File: src/rtl/bus_rr_scheduler_if.sv
`default_nettype none
// ============================================================================
// Module   : bus_rr_scheduler_if
// Brief    : Shared frame/irdy bus bundle with active-low request/grant lines
//            between the requesting masters and the round-robin scheduler.
// Revision : 1.0 - initial release
// ============================================================================
interface bus_rr_scheduler_if #(
  parameter int N_MASTERS = 3,
  parameter int OWN_W     = $clog2(N_MASTERS)
) ();
  logic                 frame;
  logic                 irdy;
  logic [N_MASTERS-1:0] req_n;
  logic [N_MASTERS-1:0] gnt_n;
  logic [OWN_W-1:0]     owner;
  logic                 busy;
  logic                 preempt;

  // Bus masters drive the bus qualifiers and requests, observe the grants
  modport master (
    output frame, irdy, req_n,
    input  gnt_n, owner, busy, preempt
  );

  // The scheduler observes the bus and drives the grants
  modport slave (
    input  frame, irdy, req_n,
    output gnt_n, owner, busy, preempt
  );
endinterface
`default_nettype wire

File: src/rtl/bus_rr_scheduler.sv
`default_nettype none
// ============================================================================
// Module   : bus_rr_scheduler
// Brief    : Round-robin scheduler for N masters on a shared frame/irdy bus.
//            One-cycle turnaround between owners, tenure-limit preemption
//            when another master is waiting.
// Revision : 1.0 - initial release
// ============================================================================
module bus_rr_scheduler #(
  parameter int N_MASTERS  = 3,
  parameter int MAX_TENURE = 16,
  parameter int OWN_W      = $clog2(N_MASTERS),
  parameter int CNT_W      = $clog2(MAX_TENURE + 1)
) (
  input  wire logic          clk,
  input  wire logic          reset,
  bus_rr_scheduler_if.slave  bus
);

  typedef enum logic [2:0] {
    IDLE  = 3'b001,
    GRANT = 3'b010,
    TURN  = 3'b100
  } state_t;

  localparam logic [CNT_W-1:0] CNT_MAX   = CNT_W'(MAX_TENURE);
  localparam logic [CNT_W-1:0] CNT_LIMIT = CNT_W'(MAX_TENURE - 1);
  localparam logic [OWN_W-1:0] LAST_RST  = OWN_W'(N_MASTERS - 1);

  state_t               state;
  logic [N_MASTERS-1:0] gnt_n_q;
  logic [OWN_W-1:0]     owner_q;
  logic [OWN_W-1:0]     last_q;
  logic [CNT_W-1:0]     tenure;
  logic                 busy_q;
  logic                 preempt_q;

  logic                 done;
  logic                 found;
  logic [OWN_W-1:0]     winner;
  logic [OWN_W-1:0]     idx;
  logic [N_MASTERS-1:0] win_gnt_n;
  logic [N_MASTERS-1:0] others;

  assign done = bus.frame && bus.irdy;

  // Rotating priority search starting just after the last granted master
  always_comb begin
    found     = 1'b0;
    winner    = '0;
    idx       = '0;
    win_gnt_n = '1;
    for (int i = 1; i <= N_MASTERS; i++) begin
      idx = OWN_W'((int'(last_q) + i) % N_MASTERS);
      if (!found && !bus.req_n[idx]) begin
        found  = 1'b1;
        winner = idx;
      end
    end
    win_gnt_n[winner] = 1'b0;
  end

  // Requests from anyone other than the current owner (owner's own bit ignored)
  always_comb begin
    others          = ~bus.req_n;
    others[owner_q] = 1'b0;
  end

  // Scheduler FSM with registered grant, owner, busy and preempt outputs
  always_ff @(posedge clk) begin
    if (reset) begin
      state     <= IDLE;
      gnt_n_q   <= '1;
      owner_q   <= '0;
      last_q    <= LAST_RST;
      tenure    <= '0;
      busy_q    <= 1'b0;
      preempt_q <= 1'b0;
    end else begin
      preempt_q <= 1'b0;
      case (state)
        IDLE, TURN: begin
          if (found) begin
            state   <= GRANT;
            last_q  <= winner;
            owner_q <= winner;
            gnt_n_q <= win_gnt_n;
            busy_q  <= 1'b1;
            tenure  <= '0;
          end else begin
            state   <= IDLE;
            gnt_n_q <= '1;
            busy_q  <= 1'b0;
          end
        end
        GRANT: begin
          if (tenure != CNT_MAX) begin
            tenure <= tenure + 1'b1;
          end
          // done wins over the tenure limit when both occur together
          if (done) begin
            state   <= TURN;
            gnt_n_q <= '1;
            busy_q  <= 1'b0;
          end else if ((tenure == CNT_LIMIT) && (|others)) begin
            state     <= TURN;
            gnt_n_q   <= '1;
            busy_q    <= 1'b0;
            preempt_q <= 1'b1;
          end
        end
        default: begin
          state   <= IDLE;
          gnt_n_q <= '1;
          busy_q  <= 1'b0;
        end
      endcase
    end
  end

  assign bus.gnt_n   = gnt_n_q;
  assign bus.owner   = owner_q;
  assign bus.busy    = busy_q;
  assign bus.preempt = preempt_q;

`ifdef FORMAL
  // Grant shape, busy consistency, turnaround gap and state reachability
  always @(posedge clk) begin
    if (!reset) begin
      assert ($onehot0(~gnt_n_q));
      assert (busy_q == (gnt_n_q != '1));
      cover (state == IDLE);
      cover (state == GRANT);
      cover (state == TURN);
    end
  end

  assert property (@(posedge clk) disable iff (reset)
    (gnt_n_q != '1) |=> ((gnt_n_q == '1) || $stable(gnt_n_q)));

  // Per-master wait counters bounding how long a held request goes ungranted
  generate
    for (genvar g = 0; g < N_MASTERS; g++) begin : g_fair
      logic [15:0] wait_cnt;
      always @(posedge clk) begin
        if (reset || bus.req_n[g] || !gnt_n_q[g]) begin
          wait_cnt <= '0;
        end else begin
          wait_cnt <= wait_cnt + 16'd1;
        end
      end
      assert property (@(posedge clk) disable iff (reset)
        wait_cnt <= 16'((N_MASTERS - 1) * (MAX_TENURE + 1) + 1));
    end
  endgenerate
`endif

endmodule
`default_nettype wire

File: src/flat_wrapper.sv
// flat-port wrapper written by rule: the top's interface ports become plain ports
module bus_rr_scheduler_flat 
#(
  parameter int N_MASTERS  = 3,
  parameter int MAX_TENURE = 16,
  parameter int OWN_W      = $clog2(N_MASTERS),
  parameter int CNT_W      = $clog2(MAX_TENURE + 1)
)
  (clk, reset, bus_frame, bus_irdy, bus_req_n, bus_gnt_n, bus_owner, bus_busy, bus_preempt);
  bus_rr_scheduler_if #(.N_MASTERS(N_MASTERS), .OWN_W(OWN_W)) bus_i ();
  input  wire logic clk;
  input  wire logic reset;
  input wire logic [$bits(bus_i.frame)-1:0] bus_frame;
  input wire logic [$bits(bus_i.irdy)-1:0] bus_irdy;
  input wire logic [$bits(bus_i.req_n)-1:0] bus_req_n;
  output wire logic [$bits(bus_i.gnt_n)-1:0] bus_gnt_n;
  output wire logic [$bits(bus_i.owner)-1:0] bus_owner;
  output wire logic [$bits(bus_i.busy)-1:0] bus_busy;
  output wire logic [$bits(bus_i.preempt)-1:0] bus_preempt;
  assign bus_i.frame = bus_frame;
  assign bus_i.irdy = bus_irdy;
  assign bus_i.req_n = bus_req_n;
  assign bus_gnt_n = bus_i.gnt_n;
  assign bus_owner = bus_i.owner;
  assign bus_busy = bus_i.busy;
  assign bus_preempt = bus_i.preempt;
  bus_rr_scheduler #(.N_MASTERS(N_MASTERS), .MAX_TENURE(MAX_TENURE), .OWN_W(OWN_W), .CNT_W(CNT_W)) u_core (.clk(clk), .reset(reset), .bus(bus_i));
endmodule
File: config.mk
export PLATFORM = sky130hd
export DESIGN_NAME = bus_rr_scheduler_flat
export DESIGN_NICKNAME = d
export VERILOG_FILES = /design/src/rtl/bus_rr_scheduler_if.sv /design/src/rtl/bus_rr_scheduler.sv /design/src/flat_wrapper.sv
export SDC_FILE = /design/constraint.sdc
export NUM_CORES = 1
export LEC_CHECK = 0
export CORE_MARGIN = 5
export CORE_UTILIZATION = 45
export CTS_CLUSTER_SIZE = 16
export DETAILED_ROUTE_END_ITERATION = 12
export PLACE_DENSITY = 0.71
export SYNTH_ARGS = -nofsm -noshare
export SYNTH_HDL_FRONTEND = slang
export SYNTH_SLANG_ARGS = --single-unit
File: constraint.sdc
create_clock -name clk -period 1.9 [get_ports clk]
set_input_delay 0.19 -clock clk [delete_from_list [all_inputs] [get_ports clk]]
set_output_delay 0.19 -clock clk [all_outputs]
set_load 0.03 [all_outputs]
==> results.toml <==
[global_route]
grt_usage_pct = 14.53
antenna_found_initial = 0
grt_max_degree = 11
grt_pass1_wl_um = 3698
overflow = 0
grt_pass1_vias = 898

[layout]
final_nets = 155
syn_to_final_growth_pct = 36.57
num_antenna_cells = 0
drive_gt1_share_pct = 25.53

[min_path]
worstHoldEndpoint = "u_core.last_q[0]"
min_path_cells = 2
hp-class = "reg -> reg"
worstHoldStart = "u_core.last_q[0]"

[die]
design.die.area_um2 = 3105
die_h_um = 55.73
core_area_um2 = 1982
num_rows = 16
initial_core_util_pct = 47.47
die_w_um = 55.73
io_pins = 14

[placed_design]
dpl.hpwl_um = 1649
globalplace.congestion = 0.7998
portBuffers = 13
place_ws_ns = -0.08432

[run]
cap_viol_max_count = 0

[synthesis]
synth_area_per_cell_um2 = 8.327
async_flop_share_pct = 0
synth-seq-cells = 16
synth.distinct_cells = 43
synth_ff_type = "dfxtp_1"
ys_warn_count = 0
synth-edff-count = 0
syn_inst = 113
syn_area_um2 = 940.9
syn-num-nets = 126
ys_seq_area_share_pct = 34.04

[route]
drt-pass1-iter-count = 3
routed_via_density = 5.327
routed_wl_um = 2143
routedWlPerCell_um = 12.76
drc = 0
drtIter0Drc = 8
detail-route-antenna-nets = 0
dr_total_vias = 895

[timing]
relSlewSlack_pct = 72.05
timing.hold.ws_ns = 0.4820
tightest_slew_ns = 0.4193
timing.fmax_mhz = 509.3
fin_skew_ns = 0.003797
setup_ws_ns = -0.06330
slew_viol_final = 0
setup_viol = 8
timing.final.crit_period_ns = 1.963
rsz0062_at_grt = "yes"
period_share_pct = 103.3
hold_viol = 0

[power_and_ir_drop]
finalPower_uw = 1857
p_leak_uw = 0.0005102
p_int_uw = 1107
p_clk_share_pct = 12.2
ir_drop_uv = 776.4
seqPwrFrac_pct = 26.3
swShare_pct = 40.37
comb_power_share_pct = 61.4
power.density_nw_per_um2 = 1445
switching_power_uw = 749.5

[setup_path]
path_buf_inv = 2
path_max_fanout = 8
critPathLaunchType = "flop"
cpMostUsedCell = "buf_6"
cp_top_family = "simple AND/OR/NAND/NOR gates"
critPathMaxStageDelay_ns = 0.53
arrival_ns = 2.18
crit_required_ns = 2.12
r2r-end = "u_core.tenure[4]"
slowest_stage = "or4_4"
r2r-start = "u_core.last_q[1]"
worstSetupEndpointType = "flop"
worst-r2r-setup-slack_ns = -0.06
r2r_cells = 8
crit_type = "reg -> reg"
crit_path_cell_trace = "buf_6 -> ha_4 -> nor2b_4 -> or4_4 -> a22oi_2 -> buf_6 -> a21oi_2 -> a211oi_2"

[clock_tree]
h-tree-depth = 1
cts_hold_buf = 0
clock_latency_ns = 0.29
cts-buffers-inserted = 3
cts_tree = "done"
clkTransAtPathRegs_ns = 0.09
clock-sinks = 16
clk_path_buf_depth = 2
cts_root_buffer = "clkbuf_4"

[run_status]
status = "finished with violations"
violations = "setup timing"
worst max path at each step:
stage	from	depth (start not counted)	slack, ns	endpoint
floorplan	u_core.last_q[0]	9	-0.03	u_core.bus.busy
global placement	bus_req_n[2]	7	-0.02	u_core.tenure[4]
detailed placement	bus_req_n[2]	7	-0.08	u_core.tenure[4]
CTS	u_core.last_q[1]	8	0.01	u_core.tenure[4]
global route	u_core.last_q[1]	8	-0.14	u_core.tenure[4]
finish	u_core.last_q[1]	8	-0.06	u_core.tenure[4]
state kept, by name (all words and copies together), names as in the netlist:
| signal | cells |
|---|---|
| u_core.tenure | 5 |
| u_core.bus.owner | 1 |
| u_core.bus.preempt | 1 |
| u_core.state | 3 |
| u_core.bus.busy | 1 |
| u_core.last_q | 2 |
| u_core.bus.gnt_n | 3 |
power groups by stage:
stage | logic [uW] | clock network (uW) | registers (uW)
2_1_floorplan | 621 | 0 | 573
3_3_place_gp | 976 | 0 | 497
3_5_place_dp | 994 | 0 | 501
4_1_cts | 1040 | 233 | 487
5_1_grt | 1250 | 251 | 500
6_report | 1140 | 227 | 489
cells in the final DEF, fill, tap and decap left out, types with 2 or more instances in the layout:
cell / n
a31oi_1: 2
clkbuf_4: 3
nand3_1: 2
and2_1: 2
and3_1: 2
nor3_1: 2
inv_1: 6
o21ai_0: 4
buf_6: 2
dfxtp_2: 2
dfxtp_1: 14
buf_4: 13
clkdlybuf4s50_1: 13
nor2b_1: 2
nor2_1: 8
nand2_1: 11
ha_1: 4
nand3b_1: 5
a21oi_1: 7
o31ai_1: 2
mux2i_1: 2
xnor2_1: 2
a21oi_2: 3
a22oi_2: 2
per-stage QoR:
stage | instances | util [%] | area, um^2 | setup TNS (ns)
final | 168 | 64.84 | 1285 | -0.2614
after global routing | 168 | 64.84 | 1285 | -1.288
after CTS | 166 | 62.18 | 1232 | 0
after detailed placement | 161 | 59.79 | 1185 | -0.1720
after global placement | 161 | 59.79 | 1185 | -0.03021
after floorplan | 113 | - | 960.9 | -0.02762
layer usage:
metal / vias to the layer above / global-route usage, % / part of all wire (%)
li1: 458 / - / -
met1: 425 / 16.97 / 46
met2: 10 / 24.66 / 50
met3: 2 / 5.104 / 3.7
met4: 0 / 4.514 / 0.33
met5: - / 0 / 0
cells in the mapped netlist (3+ instances only):
cell,n,share of area (%)
nand2_1,12,4.8
nor2b_1,3,2.0
ha_1,6,8.0
dfxtp_1,16,34
nor2_1,9,3.6
inv_1,7,2.8
o21ai_0,4,2.1
a21oi_1,9,4.8
nand3b_1,5,4.0
area by class of cell:
type / count / area (um^2)
fillers: 164 / 696.9
well taps: 27 / 33.78
repair buffers: 28 / 250.2
multi-input cells: 86 / 615.6
flip-flops and latches: 16 / 322.8
clock buffers: 4 / 36.28
inverters: 7 / 26.28
tightest hold or removal path, stage by stage (launching register included):
cell and delay, ns:
dfxtp_2 0.35, nand2_1 0.05, a21oi_1 0.05
logic make-up (layout without fill, tap and decap cells):
kind of cell,count (synthesis),in the layout,synth area share [%]
adders and majority gates,6,6,7.979
xor gates and xnor gates,2,2,1.862
AOI/OAI and AO/OA,29,29,20.48
and+or+nand+nor,47,47,27.79
muxes,2,2,2.128
buffers and inverters,11,39,5.718
DFF,16,16,34.04
repair_timing:
item / in CTS / in global routing
setup endpoints to repair: 7 / 10
gates resized for setup: 1 / 10
setup buffers: 1 / 2
pin swaps: 2 / 10
No activity file was read; power rests on OpenSTA's default activity.
